==> src/rtl/power_request_sequencer.sv <==
// rtl/power_request_sequencer.sv - idle/wake policy driving power off/on requests to the gating controller
// Tracks idle time, runs the req/ack handshakes, latches wakes seen mid-shutdown and flags ack timeouts.
module power_request_sequencer #(
    parameter int IDLE_CYCLES = 64,
    parameter int CNT_W       = 16,
    parameter int ACK_TIMEOUT = 256,
    parameter int TO_W        = 12
) (
    input  logic clk,
    input  logic rst,
    input  logic activity_i,
    input  logic wake_req_i,
    input  logic force_on_i,
    input  logic err_clr_i,
    input  logic power_off_ack_i,
    input  logic power_on_ack_i,
    output logic power_off_req_o,
    output logic power_on_req_o,
    output logic domain_on_o,
    output logic busy_o,
    output logic timeout_err_o
);

    typedef enum logic [1:0] {
        ST_ON      = 2'd0,
        ST_REQ_OFF = 2'd1,
        ST_OFF     = 2'd2,
        ST_REQ_ON  = 2'd3
    } state_e;

    localparam logic [CNT_W-1:0] IDLE_LAST = CNT_W'(IDLE_CYCLES - 1);
    localparam logic [TO_W-1:0]  TO_LAST   = TO_W'(ACK_TIMEOUT - 1);

    state_e           state_q;
    logic [CNT_W-1:0] idle_cnt_q;
    logic [TO_W-1:0]  to_cnt_q;
    logic             wake_pend_q;
    logic             power_off_req_q;
    logic             power_on_req_q;
    logic             domain_on_q;
    logic             busy_q;
    logic             timeout_err_q;

    logic idle_now;
    logic to_expired;
    logic wake_any;

    assign idle_now   = !activity_i && !force_on_i;
    assign to_expired = (to_cnt_q == TO_LAST);
    assign wake_any   = wake_req_i || force_on_i;

    // err_clr is applied first so a timeout set later in the same edge wins.
    always_ff @(posedge clk or posedge rst) begin
        if (rst) begin
            state_q         <= ST_ON;
            idle_cnt_q      <= '0;
            to_cnt_q        <= '0;
            wake_pend_q     <= 1'b0;
            power_off_req_q <= 1'b0;
            power_on_req_q  <= 1'b0;
            domain_on_q     <= 1'b1;
            busy_q          <= 1'b0;
            timeout_err_q   <= 1'b0;
        end else begin
            if (err_clr_i) begin
                timeout_err_q <= 1'b0;
            end
            case (state_q)
                ST_ON: begin
                    if (!idle_now) begin
                        idle_cnt_q <= '0;
                    end else if (idle_cnt_q == IDLE_LAST) begin
                        // A wake held at saturation keeps the domain up without losing the count.
                        if (!wake_req_i) begin
                            state_q         <= ST_REQ_OFF;
                            power_off_req_q <= 1'b1;
                            busy_q          <= 1'b1;
                            to_cnt_q        <= '0;
                            wake_pend_q     <= 1'b0;
                        end
                    end else begin
                        idle_cnt_q <= idle_cnt_q + 1'b1;
                    end
                end
                ST_REQ_OFF: begin
                    if (wake_any) begin
                        wake_pend_q <= 1'b1;
                    end
                    if (power_off_ack_i) begin
                        state_q         <= ST_OFF;
                        power_off_req_q <= 1'b0;
                        domain_on_q     <= 1'b0;
                        busy_q          <= 1'b0;
                        to_cnt_q        <= '0;
                    end else if (to_expired) begin
                        state_q         <= ST_ON;
                        power_off_req_q <= 1'b0;
                        busy_q          <= 1'b0;
                        timeout_err_q   <= 1'b1;
                        idle_cnt_q      <= '0;
                        to_cnt_q        <= '0;
                        wake_pend_q     <= 1'b0;
                    end else begin
                        to_cnt_q <= to_cnt_q + 1'b1;
                    end
                end
                ST_OFF: begin
                    if (wake_any || wake_pend_q) begin
                        state_q        <= ST_REQ_ON;
                        power_on_req_q <= 1'b1;
                        busy_q         <= 1'b1;
                        to_cnt_q       <= '0;
                        wake_pend_q    <= 1'b0;
                    end
                end
                ST_REQ_ON: begin
                    if (power_on_ack_i) begin
                        state_q        <= ST_ON;
                        power_on_req_q <= 1'b0;
                        domain_on_q    <= 1'b1;
                        busy_q         <= 1'b0;
                        idle_cnt_q     <= '0;
                        to_cnt_q       <= '0;
                    end else if (to_expired) begin
                        // The domain must come back, so keep requesting and only report.
                        timeout_err_q <= 1'b1;
                        to_cnt_q      <= '0;
                    end else begin
                        to_cnt_q <= to_cnt_q + 1'b1;
                    end
                end
                default: begin
                    state_q         <= ST_ON;
                    power_off_req_q <= 1'b0;
                    power_on_req_q  <= 1'b0;
                    domain_on_q     <= 1'b1;
                    busy_q          <= 1'b0;
                end
            endcase
        end
    end

    assign power_off_req_o = power_off_req_q;
    assign power_on_req_o  = power_on_req_q;
    assign domain_on_o     = domain_on_q;
    assign busy_o          = busy_q;
    assign timeout_err_o   = timeout_err_q;

endmodule

==> config.mk <==
export PLATFORM = sky130hd
export DESIGN_NAME = power_request_sequencer
export DESIGN_NICKNAME = d
export VERILOG_FILES = /design/src/rtl/power_request_sequencer.sv
export SDC_FILE = /design/constraint.sdc
export NUM_CORES = 1
export LEC_CHECK = 0
export ABC_AREA = 1
export CAP_MARGIN = 20
export CORE_ASPECT_RATIO = 1.1
export CORE_MARGIN = 3
export CORE_UTILIZATION = 50
export CTS_CLUSTER_SIZE = 10
export DETAILED_ROUTE_END_ITERATION = 6
export PLACE_DENSITY = 0.71
export SYNTH_ARGS = -nofsm -noshare
export SYNTH_HDL_FRONTEND = slang
export SYNTH_SLANG_ARGS = --single-unit
==> constraint.sdc <==
create_clock -name clk -period 1.8 [get_ports clk]
set_input_delay 0.27 -clock clk [delete_from_list [all_inputs] [get_ports clk]]
set_output_delay 0.27 -clock clk [all_outputs]
set_load 0.01 [all_outputs]
# After elaboration in Yosys (flattened, before gate mapping)
# Index checks and enable logic that the tools add are counted.
[totals]
word_cells = 92
output_inout_bits = 5
inputBits = 8
register_bits = 36
[classes]
addsub = 2
eq_ne = 15
reduce_logical = 18
n_mux = 48
[ops]
columns = ["cell", "count"]
rows = [
  ["$mux 12", 7],
  ["$mux 16", 5],
  ["$pmux 12 s4", 1],
  ["$pmux 16 s3", 1],
  ["$mux 1", 20],
  ["$add 16x1->16 const B", 1],
  ["$eq 16x6->1 const B", 1],
  ["$ne 2x2->1 const B", 8],
  ["$reduce_and 5->1", 3],
  ["$mux 2", 7],
  ["$add 12x1->12 const B", 1],
  ["$eq 12x8->1 const B", 1],
  ["$pmux 1 s2", 4],
  ["$pmux 2 s4", 1],
  ["$ne 3x3->1 const B", 2],
  ["$reduce_and 3->1", 2],
  ["$reduce_and 6->1", 1],
  ["$reduce_bool 2->1", 3],
  ["$reduce_bool 3->1", 2],
  ["$eq 2x2->1 const B", 2],
  ["$pmux 1 s4", 1],
  ["$reduce_and 4->1", 1],
  ["$pmux 1 s3", 1],
  ["$eq 2x1->1 const B", 1],
  ["other kinds (4)", 6],
]

# Logic depth before layout (Yosys ltp)
# Gate-level depths: netlist (run 1).
[logic_depth]
word_depth = 5
depth_mapped = 11
mapped_depth_nobuf = 11

# Worst setup path after synthesis (run 1)
# No wires, ideal clock.
[synth_path]
kind = "flip-flop to flip-flop"
startpoint = "register with a tool-made name"
endpoint = "register idle_cnt_q[4]"
stages_incl_launch_ff = 10
setup_slack_ns = 0.075
path_buffers = 2
arrival_ns = 1.602
period_less_slack_ns = 1.725
t_required_ns = 1.677
setup_time_ns = 0.123
cell_sequence = "dfrtp_1 > inv_1 > ha_1 > buf_4 > inv_1 > a211oi_1 > nand3b_4 > buf_6 > nand2_2 > o21ai_2"
[synth_rtl]
columns = ["item", "line_no", "text"]
rows = [
  ["to (signal assigned)", "82", "idle_cnt_q <= idle_cnt_q + 1'b1;"],
  ["to (decl)", "35", "logic [CNT_W-1:0] idle_cnt_q;"],
]

# Worst setup path in the final report (run 1)
[layout_path]
startpoint = "register to_cnt_q[1]"
endpoint = "register idle_cnt_q[10]"
[layout_between]
elab_chain_cells = 3
[layout_lines]
columns = ["item", "line_no", "text"]
rows = [
  ["from (decl)", "36", "logic [TO_W-1:0] to_cnt_q;"],
  ["from (signal assigned)", "104", "to_cnt_q <= to_cnt_q + 1'b1;"],
  ["from (signal assigned)", "129", "to_cnt_q <= to_cnt_q + 1'b1;"],
  ["$eq 12x8->1", "49", "assign to_expired = (to_cnt_q == TO_LAST);"],
  ["$ne 2x2->1 (no source line)", "--", ""],
  ["$reduce_and 5->1 (no source line)", "--", ""],
]
# Every way passes these cells.
# A chain may end at the register's enable or synchronous reset.

==> key figures, run 1 <==
Timing
  • Endpoints failing hold: 0
  • Max_slew headroom: ~73%
  • Highest clock rate: around 590 MHz
  • Final WS setup: about 0.11 ns
  • Setup violations, final: 0
  • Minimum hold slack: ~0.32 ns
  • Fin. max-slew vios: 0
  • Clock Skews: about 0.009 ns
  • Period minus WS final: ~1.7 ns
  • Measured slew at the worst slew-check pin: approximately 0.40 ns
  • Tcrit/Tclk final: between 90% and 100%

Worst hold path
  • Worst Hold Class: input pin to asynchronous set/reset pin

Routing
  • Residual DRC: 0
  • Iter 0 DRT Violations: roughly 190
  • Vias: 2558
  • Via/cell ratio: around 5.5
  • DRT Pass-1 Iters: 4
  • Final ANT Viol Nets: 0
  • Detailed Route WL: about 6.2 mm
  • Avg WL per Cell: 13.27 um

Global route
  • Total grt overflow: 0
  • Number of global-route vias before repair: 2344
  • Total Routing Usage GR: a little over a fifth
  • Initial antenna violation count: 0
  • First-pass GRT wire length: around 10 mm
  • Pin count of the biggest net entering global routing: 37

Yosys
  • Synth async-reset ratio: 100.0%
  • Post-Syn Instances: 369
  • Yosys reg bits: 36
  • Top cells by area, synth: dfrtp_1, nand2_1, nand4_1
  • Seq/Total Area, Yosys: roughly a third
  • Yosys top cell area share: about 34%
  • Synth warn: 0
  • Synth area leader: dfrtp_1
  • Synth Flop Type: dfrtp_1
  • Post-synth EDFFs: 0
  • Syn Area/Cell: ~7.0 um^2
  • Number of distinct library cells after synthesis: 31
  • Cell area after synthesis: around 2600 um^2
  • Net count after synthesis: roughly 380

Setup path
  • Worst Setup End Kind: flop
  • Crit-path slowest cell: dfrtp_1
  • Arrival time worst endpoint: between 1.5 and 2 ns
  • CP most frequent cell: nor2_4
  • CP Max Fanout: 32
  • Worst-path cell chain: ha_2 > nand2_2 > nor2_4 > nand2_4 > nor2_4 > nor2_2 > nand3b_4 > buf_12 > nand2_1 > o21ai_2
  • Crit path max-delay family: simple AND/OR/NAND/NOR gates
  • Startpoint types: flop
  • CP max stage delay: between 0.3 and 0.4 ns
  • CP Buf/Inv Count: 1
  • Critical path type: flop to flop
  • WP data required: around 2.0 ns

Die
  • Die area: between 6000 and 7000 um^2
  • Die Ht: between 80 and 90 um
  • Horiz. Die Dim: about 75 um
  • Row count: 26
  • Number of I/O pins: 13
  • Core area: a little under 5000 um^2
  • Starting Density: between 50% and 60%

Clock tree
  • Worst skew pair latency: between 0.2 and 0.3 ns
  • # clock sinks: 36
  • Hold Buf Count CTS: 0
  • CTS Buf Count: 5
  • Clk pin slew, worst setup/hold paths: 0.08 ns
  • CTS tree: built
  • CTS root buf: clkbuf_8
  • H-tree level count: 2
  • CTS Buffer Depth: 2

Placement
  • Placed cell count: roughly 450
  • GP Congestion: 0.8716
  • Buffers added on ports: 12
  • DP Worst Slack: -0.03543 ns
  • DP Wirelength: 4.433 mm

Cells and area
  • Register area: 903.4 um^2
  • Final core utilization: about 64%
  • Fraction of layout cells with a size suffix above 1: around a fifth
  • Non-filler cells, final: approximately 470
  • Fill count: ~440
  • Antenna diodes: 0
  • Nets: 422
  • Area Growth Syn to Fin: 19.95%
  • Multi-input logic area: roughly 1500 um^2

Outcome
  • Status: finished clean

Power
  • Max VDD drop: between 0.3 and 0.4 mV
  • Pwr Density: 520.1 nW/um^2
  • Leakage: approximately 1.5 nW

Flow run
  • MaxCap Viol Count: 0
cell usage in the layout, fill, tap and decap left out, types with 5 or more instances in the layout:
cell             Yosys  layout
nand4_1             31      31
o21ai_0             23      22
clkbuf_8             0       5
clkdlybuf4s50_1      0      12
nand2_1            108     108
inv_1               39      39
or2_2                6       6
nand3_1             25      21
nand2_2              8       8
o21ai_2             14      14
dfrtp_1             35      34
buf_4                2      27
nor2_1              33      32
repair_timing:
action / 4_1_cts / 5_1_grt
pin swaps: 0 / 3
buffers inserted: 0 / 3
endpoints found under the setup margin: 3 / 33
resized for setup: 1 / 11
kinds of logic (layout without fill, tap and decap cells):
family          Yosys count  after routing  synth area share, %
fa+ha+maj                 6              6                2.905
buf+inv                  50             90                8.523
flops                    36             36                34.92
compound gates           51             51                12.74
simple gates            225            225                40.58
xor+xnor                  1              1               0.3390
per-layer routing:
metal	routed length [um]	part of all wire, %	GRT usage, %
met1	2722	44	27.23
met2	3145	51	37.70
met3	234	3.8	4.703
met4	68	1.1	6.584
met5	0	0	0
worst paths after layout:
| kind | slack, ns | cells past startpoint | to | start |
|---|---|---|---|---|
| max in group asynchronous | 1.22 | 3 | domain_on_o | rst |
| worst min register to register | 0.51 | 2 | busy_o | busy_o |
| worst min-delay path | 0.32 | 3 | idle_cnt_q[1] | rst |
| worst max-delay path | 0.11 | 10 | idle_cnt_q[10] | to_cnt_q[1] |
| worst max register to register | 0.11 | 10 | idle_cnt_q[10] | to_cnt_q[1] |
| min in group clk | 0.51 | 2 | busy_o | busy_o |
final cells by class:
cell class / count / area share, %
inverters: 41 / 5.046
well taps: 56 / 2.261
clock buffers: 6 / 2.342
clock inverters: 2 / 1.130
flip-flops and latches: 36 / 29.15
repair buffers: 41 / 11.71
multi-input cells: 283 / 48.37
flip-flops by register name, summed over array words and instances, names as in the netlist, named ones only:
signal	count
busy_o	1
timeout_err_o	1
to_cnt_q	12
power_off_req_o	1
wake_pend_q	1
power_on_req_o	1
idle_cnt_q	16
state_q	1
domain_on_o	1
metrics by stage:
| stage | total power [mW] | instance area [um^2] | setup TNS [ns] |
|---|---|---|---|
| global placement | 0.9163 | 2928 | 0 |
| floorplan | 0.8652 | 2584 | 0 |
| detailed placement | 0.9170 | 2928 | -0.3597 |
| finish | 1.612 | 3099 | 0 |
| global route | 1.671 | 3099 | -0.05963 |
| CTS | 1.630 | 3038 | -0.02872 |
power breakdown:
part	internal (mW)	switching [mW]
clock network	0.411	0.298
logic	0.0380	0.0504
registers	0.812	0.00213
cells in the mapped netlist (3+ instances only):
cell type / instances
buf_6: 3
o21ai_0: 23
nor3_1: 4
o21ai_1: 3
nor2_2: 4
or2_2: 6
nor2_1: 33
o21ai_2: 14
ha_1: 6
nand3_1: 25
inv_1: 39
nand4_1: 31
o21bai_1: 4
dfrtp_1: 35
nand2_2: 8
nand2_1: 108
a21oi_1: 3
worst reg2reg max path, cell delays in order (launching register included):
cell and delay, ns:
dfrtp_1 0.38, ha_2 0.21, nand2_2 0.09, nor2_4 0.17
nand2_4 0.08, nor2_4 0.14, nor2_2 0.04, nand3b_4 0.15
buf_12 0.18, nand2_1 0.10, o21ai_2 0.05
Note: power is estimated with default switching activity, not from simulation.
==> run 2: changes to the inputs <==
- CORE_UTILIZATION: 50 -> 55
- CTS_CLUSTER_SIZE: 10 -> 16
- MAX_ROUTING_LAYER: not set -> met4
- PLACE_DENSITY: 0.71 -> 0.77
==> run 2 against run 1 <==
Hold slack better by 0.050 ns; die area fell by 8.4%; flip-flop and latch count unchanged; sequential power hardly changed; sequential share of layout area is 0.19 points higher; global-route usage is 2.2 points higher; critical path depth unchanged; clock power shrank 23%; critical endpoint is now idle_cnt_q[6].
==> key figures, run 2 (same netlist as run 1, synthesis figures left out) <==
Outcome
  • Status: finished clean

Clock tree
  • Worst skew pair latency: 0.30 ns (about the same)
  • # clock sinks: 36 (unchanged)
  • Clk pin slew, worst setup/hold paths: 0.08 ns (about the same)
  • CTS Buffer Depth: 2 (unchanged)
  • CTS Buf Count: 5 (unchanged)
  • H-tree level count: 2 (unchanged)
  • CTS root buf: clkbuf_8
  • Hold Buf Count CTS: 0 (unchanged)
  • CTS tree: built

Cells and area
  • Multi-input logic area: 1499 um^2 (unchanged)
  • Area Growth Syn to Fin: 19.18%
  • Largest register FFs: 16 (unchanged)
  • Antenna diodes: 0 (unchanged)
  • Commonest non-fill, non-tap cell in the layout: nand2_1
  • Top reg by flops: idle_cnt_q
  • Register area: 903.4 um^2 (unchanged)
  • Nets: 423 (+0.24%)
  • Final core utilization: 69.82% (+5.4 points)
  • Non-filler cells, final: 463 (-0.43%)
  • Largest regs: idle_cnt_q x16, to_cnt_q x12
  • Most frequent cells in the layout: nand2_1, inv_1, dfrtp_1, nor2_1, nand4_1
  • Fill count: 375 (-15%)
  • Fraction of layout cells with a size suffix above 1: 21.03% (+0.24 points)

Routing
  • DRT Pass-1 Iters: 5 (+1)
  • Avg WL per Cell: 13.59 um (+2.4%)
  • Detailed Route WL: 6.290 mm (+1.9%)
  • Residual DRC: 0 (unchanged)
  • Final ANT Viol Nets: 0 (unchanged)
  • Via/cell ratio: 5.637 (+2.5%)
  • Vias: 2610 (+2.0%)
  • Iter 0 DRT Violations: 151 (-18%)

Die
  • Die area: 5557 um^2 (-8.4%)
  • Row count: 25 (-3.8%)
  • Horiz. Die Dim: 71.35 um (-4.3%)
  • Starting Density: 58.58% (+4.9 points)
  • Core area: 4410 um^2 (-8.4%)
  • Number of I/O pins: 13 (unchanged)
  • Die Ht: 77.89 um (-4.3%)

Global route
  • First-pass GRT wire length: 10.49 mm (+0.47%)
  • Number of global-route vias before repair: 2397 (+2.3%)
  • Total Routing Usage GR: 24.15% (+2.2 points)
  • Total grt overflow: 0 (unchanged)
  • Pin count of the biggest net entering global routing: 37 (unchanged)
  • Initial antenna violation count: 0 (unchanged)

Timing
  • Max_slew headroom: 69.38% (-3.8 points)
  • Endpoints failing hold: 0 (unchanged)
  • Setup violations, final: 0 (unchanged)
  • Tcrit/Tclk final: 94.31% (+0.18 points)
  • Period minus WS final: 1.698 ns (+0.003274 ns)
  • Measured slew at the worst slew-check pin: 0.4592 ns (+0.05997 ns)
  • Fin. max-slew vios: 0 (unchanged)
  • Highest clock rate: 589.0 MHz (-0.19%)
  • Unrepaired setup endpoints after global routing: true
  • Clock Skews: 0.009649 ns (+0.0008551 ns)

Power
  • Max VDD drop: 0.3464 mV (about the same)
  • Leakage: 1.526 nW (-0.61%)
  • Tot Pwr: 1.445 mW (-10%)
  • Pwr Density: 469.4 nW/um^2 (-9.8%)

Setup path
  • CP Max Fanout: 16 (-50%)
  • Worst-path cell chain: inv_1 > ha_1 > nand2_1 > inv_1 > a211oi_2 > buf_4 > nand3b_4 > clkbuf_16 > nand2_2 > o21ai_2
  • CP max stage delay: 0.39 ns (about the same)
  • Arrival time worst endpoint: 1.89 ns (about the same)
  • WP data required: 1.99 ns (about the same)
  • Startpoint types: flop
  • Critical path type: flop to flop
  • CP most frequent cell: inv_1
  • Worst Setup End Kind: flop
  • Crit-path slowest cell: dfrtp_1

Placement
  • GP Congestion: 0.8901 (+2.1%)
  • Placed cell count: 452 (-0.44%)
  • DP Wirelength: 4.478 mm (+1.0%)
  • Buffers added on ports: 12 (unchanged)

Flow run
  • MaxCap Viol Count: 0 (unchanged)

Worst hold path
  • Worst Hold Class: input pin to asynchronous set/reset pin
[run 2: changes by cell type in the layout (fill, tap and decap cells not counted), sizes merged]
cell,delta
clkbuf,+1
bufinv,-1
[run 2: what timing repair did]
action,CTS,global route
setup buffers,0,3
resized for setup,0,13
endpoints found under the setup margin,0,33
endpoints found under the hold margin,0,0
[run 2: path summary, 6_finish.rpt]
check | slack, ns | cells past startpoint | startpoint | end
hold reg to reg | 0.50 | 2 | busy_o | busy_o
min in group clk | 0.50 | 2 | busy_o | busy_o
hold / removal | 0.37 | 3 | rst | idle_cnt_q[5]
setup reg to reg | 0.10 | 10 | flop | idle_cnt_q[6]
setup / recovery | 0.10 | 10 | flop | idle_cnt_q[6]
max in group asynchronous | 1.07 | 3 | rst | domain_on_o
[run 2: final cells by class]
type / instances / share of cell area [%]
multi-input combinational: 283 / 48.68
sequential: 36 / 29.34
timing repair buffer: 42 / 12.19
inverter: 41 / 5.079
clock buffer: 6 / 2.357
tap: 54 / 2.194
clock inverter: 1 / 0.1625
[run 2: stage by stage]
step | setup TNS, ns | setup slack (ns) | hold slack [ns] | instance area, um^2
6_report | 0 | 0.1023 | 0.3740 | 3079
5_1_grt | -0.04639 | -0.02092 | 0.4085 | 3079
4_1_cts | 0 | 0.04310 | 0.3823 | 2990
3_5_place_dp | -0.05325 | -0.02396 | 0.4914 | 2913
3_3_place_gp | 0 | 0.03143 | 0.4827 | 2913
2_1_floorplan | 0 | 0.07536 | 0.3773 | 2584
[run 2: where the power goes]
group	total (mW)	internal, mW	leakage (nW)	switching (mW)
Clock	0.548	0.263	0.0410	0.285
Combinational	0.0827	0.0342	1.01	0.0485
Sequential	0.815	0.813	0.471	0.00230
Total	1.45	1.11	1.53	0.335
[run 2: layer usage]
metal,GRT usage [%],wire [um],vias up,share of wire (%)
li1,-,-,1303,-
met1,29.29,2665,1212,42
met2,38.97,3182,81,51
met3,4.275,293,14,4.7
met4,10.90,149,0,2.4
met5,-,0,-,0
[run 2: critical path, delay by kind of cell (launching register included)]
family | cells | cell delay, ns
buf+inv | 4 | 0.50
simple gates | 3 | 0.26
flops | 1 | 0.39
fa+ha+maj | 1 | 0.21
compound gates | 2 | 0.22
==> run 3: changes to the inputs <==
- CAP_MARGIN: 20 -> 25
- CORE_UTILIZATION: 55 -> 56
- CTS_BUF_LIST: not set -> sky130_fd_sc_hd__clkbuf_4
- PLACE_DENSITY: 0.77 -> 0.78
==> run 3 against run 2 <==
Critical path depth fell by 2; maximum frequency fell by 5.1%; register-to-register slack got worse by 0.09 ns; hold slack got worse by 0.052 ns; utilization rose by 1.8 points; die area fell by 1.6%; critical path type unchanged; largest cell class unchanged; highest routed layer unchanged.
==> key figures, run 3 (same netlist as run 1, synthesis figures left out) <==
Cells and area
  • Fin area: 3137 um^2 (+1.9%)
  • Antenna diodes: 0 (unchanged)
  • Most frequent cells in the layout: nand2_1, inv_1, dfrtp_1, nor2_1, nand4_1
  • Nets: 426 (+0.71%)
  • Largest register FFs: 16 (unchanged)
  • Top reg by flops: idle_cnt_q
  • Commonest non-fill, non-tap cell in the layout: nand2_1
  • Largest regs: idle_cnt_q x16, to_cnt_q x12
  • Area Growth Syn to Fin: 21.40%
  • Final core utilization: 71.63% (+1.8 points)
  • Fraction of layout cells with a size suffix above 1: 21.79% (+0.76 points)

Timing
  • Clock Skews: 0.02020 ns (+0.01055 ns)
  • Highest clock rate: 558.8 MHz (-5.1%)
  • Unrepaired setup endpoints after global routing: true
  • Total negative slack: 0 ns (unchanged)
  • Fin. max-slew vios: 0 (unchanged)
  • Measured slew at the worst slew-check pin: 0.4553 ns (-0.003985 ns)
  • Endpoints failing hold: 0 (unchanged)
  • Tcrit/Tclk final: 99.42% (+5.1 points)
  • Setup violations, final: 0 (unchanged)
  • Final WS setup: 0.01035 ns (-0.09198 ns)
  • Max_slew headroom: 69.65% (+0.27 points)
  • Period minus WS final: 1.790 ns (+0.09198 ns)
  • Minimum hold slack: 0.3223 ns (-0.05164 ns)

Die
  • Number of I/O pins: 13 (unchanged)
  • Horiz. Die Dim: 70.77 um (-0.82%)
  • Die area: 5466 um^2 (-1.6%)
  • Core area: 4379 um^2 (-0.71%)
  • Starting Density: 59.00% (+0.42 points)
  • Die Ht: 77.24 um (-0.83%)
  • Row count: 25 (unchanged)

Setup path
  • CP max stage delay: 0.45 ns (+0.06 ns)
  • CP Max Fanout: 8 (-8)
  • Critical path type: flop to flop
  • R2r endpoint: idle_cnt_q[5]
  • Register-to-Register Setup Slack: 0.01 ns (-0.09 ns)
  • R2r startpoint: state_q[0]
  • WP data required: 2.03 ns (+0.04 ns)
  • Crit-path slowest cell: dfrtp_2
  • CP Buf/Inv Count: 3 (-1)
  • FF-to-FF path depth: 8 (-2)
  • Worst Setup End Kind: flop
  • Startpoint types: flop
  • Arrival time worst endpoint: 2.02 ns (+0.13 ns)
  • Worst-path cell chain: inv_2 > ha_1 > a211oi_2 > buf_4 > nand3b_4 > clkbuf_16 > nand2_2 > o21ai_2
  • Crit path max-delay family: flip-flops

Global route
  • First-pass GRT wire length: 10.61 mm (+1.2%)
  • Number of global-route vias before repair: 2461 (+2.7%)
  • Pin count of the biggest net entering global routing: 37 (unchanged)
  • Total grt overflow: 0 (unchanged)
  • Initial antenna violation count: 0 (unchanged)
  • Total Routing Usage GR: 24.16% (about the same)

Routing
  • Residual DRC: 0 (unchanged)
  • Iter 0 DRT Violations: 247 (+64%)
  • Via/cell ratio: 5.797 (+2.8%)
  • Detailed Route WL: 6.560 mm (+4.3%)
  • Vias: 2707 (+3.7%)
  • DRT Pass-1 Iters: 5 (unchanged)
  • Avg WL per Cell: 14.05 um (+3.4%)
  • Final ANT Viol Nets: 0 (unchanged)

Power
  • Max VDD drop: 0.4726 mV (+36%)
  • Leakage: 1.545 nW (+1.2%)
  • Pwr Density: 464.1 nW/um^2 (-1.1%)

Clock tree
  • CTS Buf Count: 5 (unchanged)
  • # clock sinks: 36 (unchanged)
  • Clk pin slew, worst setup/hold paths: 0.12 ns (+0.04 ns)
  • Worst skew pair latency: 0.34 ns (+0.04 ns)
  • CTS root buf: clkbuf_4
  • H-tree level count: 2 (unchanged)
  • CTS tree: built
  • CTS Buffer Depth: 2 (unchanged)

Flow run
  • MaxCap Viol Count: 0 (unchanged)

Outcome
  • Status: finished clean

Placement
  • GP Congestion: 0.9216 (+3.5%)
  • Buffers added on ports: 12 (unchanged)
  • Area after DPL: 2913 um^2 (unchanged)
  • DP Wirelength: 4.354 mm (-2.8%)
  • DP Worst Slack: -0.04955 ns (-0.02559 ns)

Worst hold path
  • Worst Hold Class: input pin to asynchronous set/reset pin
## run 3: area by class of cell
class,instances,area [um^2]
Clock buffer,5,37.54
Clock inverter,3,37.54
Fill cell,334,1242
Inverter,41,156.4
Multi-Input combinational cell,283,1511
Sequential cell,36,903.4
Tap cell,54,67.56
Timing Repair Buffer,45,422.9
## run 3: worst min-delay path, delay by kind of cell
family                 cells  cell delay, ns
buffers and inverters      3            0.84
## run 3: power breakdown
group | internal, mW | total [mW] | leakage (nW) | switching, mW
Combinational | 0.0348 | 0.0834 | 1.03 | 0.0486
Clock | 0.284 | 0.558 | 0.0403 | 0.274
Sequential | 0.812 | 0.815 | 0.471 | 0.00217
Total | 1.13 | 1.46 | 1.54 | 0.325
## run 3: what timing repair did
action | in CTS | in global routing
hold buffers | 0 | 0
setup endpoints to repair | 0 | 32
gates resized for setup | 0 | 17
buffers inserted | 0 | 4
## run 3: metrics by stage
step / power, mW / std cells
5_1_grt: 1.501 / 467
3_5_place_dp: 0.9113 / 452
3_3_place_gp: 0.9105 / 452
6_report: 1.456 / 467
4_1_cts: 1.462 / 460
2_1_floorplan: 0.8652 / 369
## run 3: routing by layer
metal	up-vias	wire, um	share of wire [%]	track usage (%)
li1	1314	-	-	-
met5	-	0	0	-
met1	1261	2699	41	29.21
met4	0	139	2.1	9.398
met2	112	3362	51	40.45
met3	20	358	5.5	3.408
## run 3: worst max-delay path by stage
| stage | startpoint | endpoint | cells after the start |
|---|---|---|---|
| after floorplan | flop | idle_cnt_q[4] | 9 |
| after global placement | power_on_ack_i | idle_cnt_q[9] | 10 |
| after detailed placement | force_on_i | to_cnt_q[0] | 8 |
| after CTS | state_q[0] | idle_cnt_q[13] | 9 |
| after global routing | state_q[0] | idle_cnt_q[3] | 8 |
| final | state_q[0] | idle_cnt_q[5] | 8 |
==> edit (config.mk and constraints of run 2) <==
The parameter `TO_W` goes from 12 to 18.
--- a/src/rtl/power_request_sequencer.sv
+++ b/src/rtl/power_request_sequencer.sv
@@ -6,3 +6,3 @@
     parameter int ACK_TIMEOUT = 256,
-    parameter int TO_W        = 12
+    parameter int TO_W        = 18
 ) (
Function: no difference found for any inputs over 10 cycles, from zero or initial values and one cycle with rst high; that may be too few to reach the edited logic, so the function may still have changed.
==> edit against run 2 <==
- synthesized cell count up 17%
- cell count up 23%
- core utilization up 5.8 points
- synthesized area up 14%
- setup slack worse by 86 ps
- total power up 15%
- count of clock-buffer cells in the layout down 1
- non-clock buffer count up 27
- hold slack worse by 89 ps
- fmax down 4.8%
- final area up 25%
- routed wire length up 30%
- critical path type unchanged
- sequential cell count up 6
==> edit: results (changes against run 2) <==
Cells and area
  • Buffers excl. clock: 69 (+64%)
  • Sequential cell area share: 27.39% (-1.9 points)
  • Fillers: 382 (+1.9%)
  • Clock buffer count: 5 (-1)
  • Clk cell area share: 2.337% (-0.18 points)
  • Comb_multi_in: 323 (+14%)
  • Sequential cells: 42 (+17%)
  • Invs w/o clock: 56 (+37%)
  • Leading cell kind: multi-input combinational cells
  • Non-clock buffer share of cell area: 16.07% (+3.9 points)
  • Fraction of layout cells with a size suffix above 1: 26.51% (+5.5 points)
  • Leading registers by flop count: to_cnt_q x18, idle_cnt_q x16
  • Multi-input gate share of the layout cell area: 46.19% (-2.5 points)
  • Total Nets Final: 511 (+21%)

Global routing
  • First-pass GRT wire length: 13.03 mm (+24%)
  • Largest net degree at the start of global routing: 43 (+16%)
  • Vias in the first global route: 3,051 (+27%)
  • Tot GR Track Use: 25.46% (+1.3 points)

Yosys
  • Synth Area in Compound Gates: 11.68% (-1.1 points)
  • Post-synth ARST share: 100.0% (unchanged)
  • YS warnings: 0 (unchanged)
  • Post-synth net total: 444 (+16%)
  • Most frequent cells after synthesis: nand2_1 (131), inv_1 (55), nor2_1 (49), dfrtp_1 (41), nand3_1 (32)
  • Xor and xnor area share after synthesis: 1.185% (+0.85 points)
  • Post-synthesis sequential area ratio: 35.59% (+0.68 points)
  • Post-synth cell types: 34 (+9.7%)
  • Synth top area cells: dfrtp_1 (35%), nand2_1 (17%), inv_1 (7.0%)
  • Adder-cell share of the synthesized area: 2.539% (-0.37 points)

Setup path
  • R2R Path End: idle_cnt_q[9]
  • Crit Path Category: reg -> reg
  • Max FO, Critical Path: 6 (-10)
  • FF-to-FF setup slack: 20 ps (-90 ps)
  • Crit path DAT: 1990 ps (+100 ps)
  • Crit path largest cell delay: 450 ps (+60 ps)
  • R2R cell count: 9 (-1)
  • Slowest CP cell: dfrtp_2

Power
  • Static leakage: 1.944 nW (+27%)
  • Net Sw Frac: 24.39% (+1.2 points)
  • Maximum VDD drop: 496.2 uV (+43%)

Timing
  • Clock Skew: 8.622 ps (-1.027 ps)
  • Worst Tran Pin Value: 396.4 ps (-62.88 ps)
  • Hold slack: 285.3 ps (-88.72 ps)
  • Period utilisation layout: 99.08% (+4.8 points)

Worst hold path
  • Hold/Removal Path Class: in -> async

Placed design
  • Detailed placement HPWL: 5.564 mm (+24%)
  • Pre-CTS WS: -10.29 ps (+13.67 ps)
  • Placer's final routability congestion estimate: 0.9826 (+10%)
  • I/O Buffers: 12 (unchanged)

Routing
  • Wire length per cell: 14.31 um (+5.4%)
  • Initial DRT Pass Iterations: 6 (+1)
  • Initial detailed-routing violation count: 146 (-3.3%)
  • Via-per-instance ratio: 5.489 (-2.6%)

Status
  • Run status: finished, final reports clean
-- edit: cell types whose count changed after synthesis, sizes merged, moves of 2 or more --
cell and delta:
or2 -3, xor2 +2, nand2 +18, nand4 -9
dfrtp +6, nor3 +2, nor2 +15, nand3 +10
inv +15, o21ai -2, a21oi +4, a21o +3
-- edit: layer usage --
layer  vias up  part of all wire (%)  wire [um]  global-route usage (%)
met3        34                   4.9        398                   3.796
met1      1442                    40       3294                   29.13
met5         -                     0          0                       -
met2       125                    51       4134                   44.35
li1       1528                     -          -                       -
met4         0                   4.1        331                   11.04
-- edit: power groups by stage --
| stage | Clock, mW | Combinational, mW | Sequential [mW] |
|---|---|---|---|
| 2_1_floorplan | 0 | 0.0341 | 0.968 |
| 3_3_place_gp | 0 | 0.0807 | 0.967 |
| 3_5_place_dp | 0 | 0.0814 | 0.967 |
| 4_1_cts | 0.648 | 0.0818 | 0.949 |
| 5_1_grt | 0.684 | 0.0947 | 0.950 |
| 6_report | 0.626 | 0.0854 | 0.949 |
-- edit: per-stage QoR --
| stage | cells | total power, mW | setup TNS, ps | instance area [um2] | util, % |
|---|---|---|---|---|---|
| 2_1_floorplan | 430 | 1.003 | 0 | 2957 | - |
| 3_3_place_gp | 550 | 1.048 | -18.04 | 3465 | 67.92 |
| 3_5_place_dp | 550 | 1.049 | -62.97 | 3465 | 67.92 |
| 4_1_cts | 558 | 1.678 | 0 | 3557 | 69.73 |
| 5_1_grt | 570 | 1.729 | -1611 | 3855 | 75.57 |
| 6_report | 570 | 1.661 | 0 | 3855 | 75.57 |
-- edit: tightest hold or removal path, cell delays in order --
cell             delay, ps
clkdlybuf4s50_1        400
clkinv_1                70
buf_12                 240
-- edit: timing repair --
item,CTS,global route
buffers inserted,0,9
endpoints found under the setup margin,4,37
gates resized for setup,1,54
pin swaps,0,10
cloned,0,3
